[src/rtl/bcd_display_pkg.sv]
// Shared types and constants for the three-digit BCD display controller.
package bcd_display_pkg;

   // Conversion sequencer states
   typedef enum logic [0:0] {
      IDLE  = 1'b0,
      SHIFT = 1'b1
   } state_t;

   // Number of double-dabble iterations for an 8-bit input
   localparam int ITER_COUNT = 8;

   // Active-high segment patterns, bit6=a ... bit0=g
   localparam logic [6:0] SEG_DIGIT [0:9] = '{
      7'b1111110, 7'b0110000, 7'b1101101, 7'b1111001, 7'b0110011,
      7'b1011011, 7'b1011111, 7'b1110000, 7'b1111111, 7'b1111011
   };
   localparam logic [6:0] SEG_BLANK = 7'b0000000;

   // One-hot digit enables
   localparam logic [2:0] ANODE_UNITS    = 3'b001;
   localparam logic [2:0] ANODE_TENS     = 3'b010;
   localparam logic [2:0] ANODE_HUNDREDS = 3'b100;

   // Add 3 to a BCD nibble that is 5 or more; 4-bit result, carry-out dropped
   function automatic logic [3:0] add3_nibble(input logic [3:0] n);
      return (n >= 4'd5) ? (n + 4'd3) : n;
   endfunction

   // One double-dabble step on the BCD scratch: correct nibbles, shift left,
   // bring in the next binary bit at the bottom
   function automatic logic [11:0] dabble_step(input logic [11:0] s, input logic b);
      logic [11:0] a;
      a = {add3_nibble(s[11:8]), add3_nibble(s[7:4]), add3_nibble(s[3:0])};
      return {a[10:0], b};
   endfunction

endpackage

[src/rtl/bcd_to_seg7.sv]
// BCD digit to active-high 7-segment decoder with a blanking override.
module bcd_to_seg7
   import bcd_display_pkg::*;
(
   input  logic [3:0] digit,
   input  logic       blank,
   output logic [6:0] seg
);

   // Decode the digit; blank or non-decimal codes switch all segments off
   always_comb begin
      seg = SEG_BLANK;
      if (blank) begin
         seg = SEG_BLANK;
      end else begin
         case (digit)
            4'd0:    seg = SEG_DIGIT[0];
            4'd1:    seg = SEG_DIGIT[1];
            4'd2:    seg = SEG_DIGIT[2];
            4'd3:    seg = SEG_DIGIT[3];
            4'd4:    seg = SEG_DIGIT[4];
            4'd5:    seg = SEG_DIGIT[5];
            4'd6:    seg = SEG_DIGIT[6];
            4'd7:    seg = SEG_DIGIT[7];
            4'd8:    seg = SEG_DIGIT[8];
            4'd9:    seg = SEG_DIGIT[9];
            default: seg = SEG_BLANK;
         endcase
      end
   end

endmodule

[src/rtl/bcd_display_scan_ctrl.sv]
// Binary-to-BCD conversion sequencer and three-digit multiplexed display scanner.
module bcd_display_scan_ctrl
   import bcd_display_pkg::*;
#(
   parameter int SCAN_DIV      = 4,
   parameter bit BLANK_LEADING = 1'b1
) (
   input  logic        Clk,
   input  logic        Reset,
   input  logic        In_Valid,
   output logic        In_Ready,
   input  logic [7:0]  Decimal,
   output logic        Busy,
   output logic        Done,
   output logic [11:0] BCD,
   output logic [6:0]  Segments,
   output logic [2:0]  Anode
);

   localparam int             PW         = (SCAN_DIV > 1) ? $clog2(SCAN_DIV) : 1;
   localparam logic [PW-1:0]  PRESC_LAST = PW'(SCAN_DIV - 1);
   localparam logic [2:0]     CNT_LAST   = 3'(ITER_COUNT - 1);

   state_t        state_r;
   state_t        state_next_s;
   logic [7:0]    bin_r;
   logic [11:0]   scratch_r;
   logic [2:0]    cnt_r;
   logic [11:0]   bcd_r;
   logic          done_r;
   logic          accept_s;
   logic          last_iter_s;
   logic [11:0]   scratch_next_s;

   logic [PW-1:0] presc_r;
   logic [1:0]    idx_r;
   logic [1:0]    idx_next_s;
   logic [3:0]    digit_s;
   logic          blank_s;
   logic [2:0]    anode_s;
   logic [6:0]    seg_s;
   logic [6:0]    seg_r;
   logic [2:0]    anode_r;

   assign accept_s       = In_Valid && (state_r == IDLE);
   assign last_iter_s    = (state_r == SHIFT) && (cnt_r == CNT_LAST);
   assign scratch_next_s = dabble_step(scratch_r, bin_r[7]);

   // Next-state logic: leave IDLE on a handshake, return after the last iteration
   always_comb begin
      state_next_s = state_r;
      case (state_r)
         IDLE: begin
            if (accept_s) begin
               state_next_s = SHIFT;
            end else begin
               state_next_s = IDLE;
            end
         end
         SHIFT: begin
            if (last_iter_s) begin
               state_next_s = IDLE;
            end else begin
               state_next_s = SHIFT;
            end
         end
         default: state_next_s = IDLE;
      endcase
   end

   // FSM state register
   always_ff @(posedge Clk) begin
      if (Reset) begin
         state_r <= IDLE;
      end else begin
         state_r <= state_next_s;
      end
   end

   // Double-dabble datapath; the committed value only changes on the final iteration
   always_ff @(posedge Clk) begin
      if (Reset) begin
         bin_r     <= 8'd0;
         scratch_r <= 12'd0;
         cnt_r     <= 3'd0;
         bcd_r     <= 12'd0;
         done_r    <= 1'b0;
      end else begin
         done_r <= last_iter_s;
         if (accept_s) begin
            bin_r     <= Decimal;
            scratch_r <= 12'd0;
            cnt_r     <= 3'd0;
         end else if (state_r == SHIFT) begin
            bin_r     <= {bin_r[6:0], 1'b0};
            scratch_r <= scratch_next_s;
            cnt_r     <= cnt_r + 3'd1;
            if (last_iter_s) begin
               bcd_r <= scratch_next_s;
            end
         end
      end
   end

   // Scan index for the coming cycle and the digit/enable it selects
   always_comb begin
      idx_next_s = idx_r;
      if (presc_r == PRESC_LAST) begin
         idx_next_s = (idx_r == 2'd2) ? 2'd0 : (idx_r + 2'd1);
      end else begin
         idx_next_s = idx_r;
      end
      digit_s = bcd_r[3:0];
      blank_s = 1'b0;
      anode_s = ANODE_UNITS;
      case (idx_next_s)
         2'd0: begin
            digit_s = bcd_r[3:0];
            blank_s = 1'b0;
            anode_s = ANODE_UNITS;
         end
         2'd1: begin
            digit_s = bcd_r[7:4];
            blank_s = BLANK_LEADING && (bcd_r[11:8] == 4'd0) && (bcd_r[7:4] == 4'd0);
            anode_s = ANODE_TENS;
         end
         2'd2: begin
            digit_s = bcd_r[11:8];
            blank_s = BLANK_LEADING && (bcd_r[11:8] == 4'd0);
            anode_s = ANODE_HUNDREDS;
         end
         default: begin
            digit_s = bcd_r[3:0];
            blank_s = 1'b0;
            anode_s = ANODE_UNITS;
         end
      endcase
   end

   bcd_to_seg7 u_seg_dec (
      .digit (digit_s),
      .blank (blank_s),
      .seg   (seg_s)
   );

   // Scanner prescaler, index and registered display pins updated together
   always_ff @(posedge Clk) begin
      if (Reset) begin
         presc_r <= '0;
         idx_r   <= 2'd0;
         anode_r <= ANODE_UNITS;
         seg_r   <= SEG_DIGIT[0];
      end else begin
         presc_r <= (presc_r == PRESC_LAST) ? '0 : (presc_r + PW'(1));
         idx_r   <= idx_next_s;
         anode_r <= anode_s;
         seg_r   <= seg_s;
      end
   end

   assign In_Ready = (state_r == IDLE);
   assign Busy     = (state_r != IDLE);
   assign Done     = done_r;
   assign BCD      = bcd_r;
   assign Segments = seg_r;
   assign Anode    = anode_r;

endmodule
[config.mk]
export PLATFORM = sky130hd
export DESIGN_NAME = bcd_display_scan_ctrl
export DESIGN_NICKNAME = d
export VERILOG_FILES = /design/src/rtl/bcd_display_pkg.sv /design/src/rtl/bcd_to_seg7.sv /design/src/rtl/bcd_display_scan_ctrl.sv
export SDC_FILE = /design/constraint.sdc
export NUM_CORES = 1
export LEC_CHECK = 0
export ABC_AREA = 1
export BUFFER_PORTS_ARGS = -buffer_cell sky130_fd_sc_hd__buf_2
export CAP_MARGIN = 40
export CORE_ASPECT_RATIO = 1.25
export CORE_UTILIZATION = 55
export CTS_BUF_LIST = sky130_fd_sc_hd__clkbuf_8
export CTS_CLUSTER_DIAMETER = 60
export DETAILED_ROUTE_END_ITERATION = 12
export PLACE_DENSITY = 0.77
export SLEW_MARGIN = 20
export SYNTH_ARGS = -nofsm -noshare
export SYNTH_HDL_FRONTEND = slang
export SYNTH_SLANG_ARGS = --single-unit
[constraint.sdc]
create_clock -name Clk -period 6 [get_ports Clk]
set_input_delay 0.6 -clock Clk [delete_from_list [all_inputs] [get_ports Clk]]
set_output_delay 0.6 -clock Clk [all_outputs]
set_load 0.005 [all_outputs]
==> run_results.csv <==
group,metric,value,unit
run_status,status,"complete, no violations",
clocking,hold_buffers,0,
cells_and_area,drive_gt1_share,16.5,%
floorplanning,die_h,77.0,um
grt,grt_max_degree,30,
min_path,hp-class,"flop to flop",
timing,finalCritPeriodShare,43.0,%
grt,grt_pass1_wl,7770,um
timing,rsz0062_at_grt,"false",
floorplanning,coreArea,4200,um2
critical_path,startpoint_type,"flop",
timing,finalClockSkew,0.0163,ns
critical_path,ff2ff_path_depth,13,
yosys,synth-seq-area-share,41.3,%
yosys,synth_edf_count,0,
cells_and_area,final_nets,400,
timing,fin_setup_tns,0,ns
power_and_ir_drop,ir_worst_vdd,0.000175,V
min_path,min_path_cells,1,
critical_path,crit_family,"adder cells",
yosys,yosys_register_bits,51,
power_and_ir_drop,power.leakage,1.40,nW
critical_path,path_class,"flop to flop",
timing,slew_violations,0,
cells_and_area,area_growth,11.8,%
critical_path,arrival,2.76,ns
yosys,yosysTopAreaCellShare,41.3,%
grt,grt-ovfl-total,0,
clocking,ctsRootBufferMaster,"clkbuf_8",
clocking,cts_tree,"done",
floorplanning,initial_utilization,58.9,%
placed_design,port-buffer-count,35,
critical_path,slowest_delay,0.39,ns
critical_path,required,6.18,ns
critical_path,crit_path_frequent_cell,"nand2_1",
clocking,cts.clk_slew.worst_paths,0.10,ns
grt,grt_pass1_vias,1853,
grt,antenna_found_initial,0,
critical_path,crit_buf_inv,3,
yosys,synth_top_family_by_area,"simple AND/OR/NAND/NOR gates",
clocking,postCtsSetupBuffers,0,
route,routed_wl,4550,um
floorplanning,fp.dieW,62.0,um
floorplanning,ios,36,
floorplanning,die_area,4770,um2
route,wire_per_inst,10.5,um
power_and_ir_drop,power.density,240,nW/um2
clocking,cts-resized-gates,0,
critical_path,worstReg2RegEnd,"Segments[5]$_SDFF_PP1_",
yosys,yosysTopAreaCell,"dfxtp_1",
clocking,htree_levels,2,
timing,fin_crit,2.58,ns
critical_path,end_kind,"flop",
route,vias,2065,
min_path,worstHoldStart,"presc_r[0]$_SDFF_PP0_",
yosys,synthDistinctLibCells,26,
critical_path,rrSetupSlack,3.42,ns
timing,finalSetupViolCount,0,
cells_and_area,num_antenna_cells,0,
yosys,synth_compound_area_share,11.0,%
timing,fin_hold_ws,0.435,ns
yosys,synth_area_leaders,"dfxtp_1, nand2_1, inv_1, ha_1, nand3_1",
cells_and_area,fin_cells,431,
job,maxCapViolations,0,
yosys,yosys-top-cells-count,"nand2_1, inv_1, dfxtp_1",
yosys,synthSimpleGateAreaFrac,28.2,%
placed_design,dp_hpwl,3490,um
yosys,synth-xor-area-share,1.42,%
clocking,cts_buffers,5,
yosys,synth_flop_cell,"dfxtp_1",
yosys,yosys_warnings,0,
route,ant_nets,0,
placed_design,dp.cells,423,
yosys,synth_fa_ha_area_share,7.59,%
yosys,async_flop_share,0,%
yosys,synth_area_per_cell,7.30,um2
timing,relSlewSlack,49.7,%
placed_design,placed_cell_area,2680,um2
route,drtIter0Drc,84,
clocking,clk_latency,0.31,ns
placed_design,gp_congestion,0.906,
yosys,syn_nets,365,
route,firstDrtPassIters,4,
cells_and_area,stdcell_area,2770,um2
grt,grt_usage,21.5,%
power_and_ir_drop,power,663,uW
route,drc,0,
yosys,synth_cells,339,
critical_path,rr_startpoint,"presc_r[0]$_SDFF_PP0_",
clocking,clock-sinks,51,
floorplanning,std_cell_rows,26,
critical_path,critPathMaxFanout,8,
timing,fmax,0.387,GHz
timing,tightest_slew,0.754,ns
critical_path,slowest_stage,"ha_1",
critical_path,crit_chain,"ha_1 -> o21ai_0 -> inv_1 -> ha_1 -> inv_2 -> nand2_1 -> nand2_1 -> inv_1 -> ha_1 -> nor2_1 -> nand2_1 -> nand3_1 -> nand2_1",
min_path,hold_path_end,"presc_r[0]$_SDFF_PP0_",
timing,finalHoldViolCount,0,
route,vias_per_cell,4.79,
yosys,synthMuxAreaShare,0,%
clocking,clock_path_buffers,2,
yosys,synthMostInstantiatedCell,"nand2_1",
yosys,syn-cell-area,2470,um2
[final cells by class]
class	count	area [um2]
fillers	361	1430
multi-input cells	224	1190
flip-flops and latches	51	1020
inverters	56	210
repair buffers	36	183
well taps	56	70.1
clock buffers	5	68.8
clock inverters	3	20.0
[cell usage in the layout, fill, tap and decap left out, drive strengths merged, types with 2 or more instances in the layout]
cell and n:
a21oi 13, buf 36, clkbuf 5, clkinvlp 2, dfxtp 51, ha 15
inv 56, nand2 115, nand3 24, nor2 19, o211ai 5, o21ai 20
o22ai 6, xor2 3
[where the power goes]
| part | switching [mW] | total (mW) | internal (mW) |
|---|---|---|---|
| clock | 0.115 | 0.197 | 0.0813 |
| combinational | 0.0658 | 0.104 | 0.0385 |
| sequential | 0.00710 | 0.362 | 0.355 |
[worst max path at each step]
stage	from	cells past startpoint	slack [ns]	to
after detailed placement	presc_r[0]$_SDFF_PP0_	13	3.42	Segments[5]$_SDFF_PP1_
after global placement	presc_r[0]$_SDFF_PP0_	13	3.53	Segments[5]$_SDFF_PP1_
after global routing	presc_r[0]$_SDFF_PP0_	13	3.15	Segments[5]$_SDFF_PP1_
final	presc_r[0]$_SDFF_PP0_	13	3.42	Segments[5]$_SDFF_PP1_
after floorplan	presc_r[0]$_SDFF_PP0_	13	3.69	Segments[5]$_SDFF_PP1_
after CTS	presc_r[0]$_SDFF_PP0_	13	3.40	Segments[5]$_SDFF_PP1_
[state kept, by name, summed over array words and instances (netlist names), 2 cells and up]
signal / cells
cnt_r: 3
BCD: 12
presc_r: 2
Anode: 3
idx_r: 2
bin_r: 8
Segments: 7
scratch_r: 12
[cells by family (layout without fill, tap and decap cells)]
logic type	after synthesis	in the layout
AND/OR/NAND/NOR	160	160
buffers and inverters	64	100
flip-flops	51	51
AO/OA/AOI/OAI	45	45
adder cells (fa/ha/maj)	15	15
XOR/XNOR	4	4
[metal layers]
layer	vias up	track usage, %	share of wire (%)
met4	0	8.44	1.6
li1	1123	-	-
met1	905	27.0	46
met2	30	34.4	49
met3	7	5.23	3.6
met5	-	0	0
[metrics by stage]
step / util (%) / worst slack, ns
3_5_place_dp: 63.8 / 3.42
3_3_place_gp: 63.8 / 3.53
4_1_cts: 65.9 / 3.40
5_1_grt: 65.9 / 3.15
2_1_floorplan: - / 3.69
6_report: 65.9 / 3.42
Note: power is estimated with default switching activity, not from simulation.
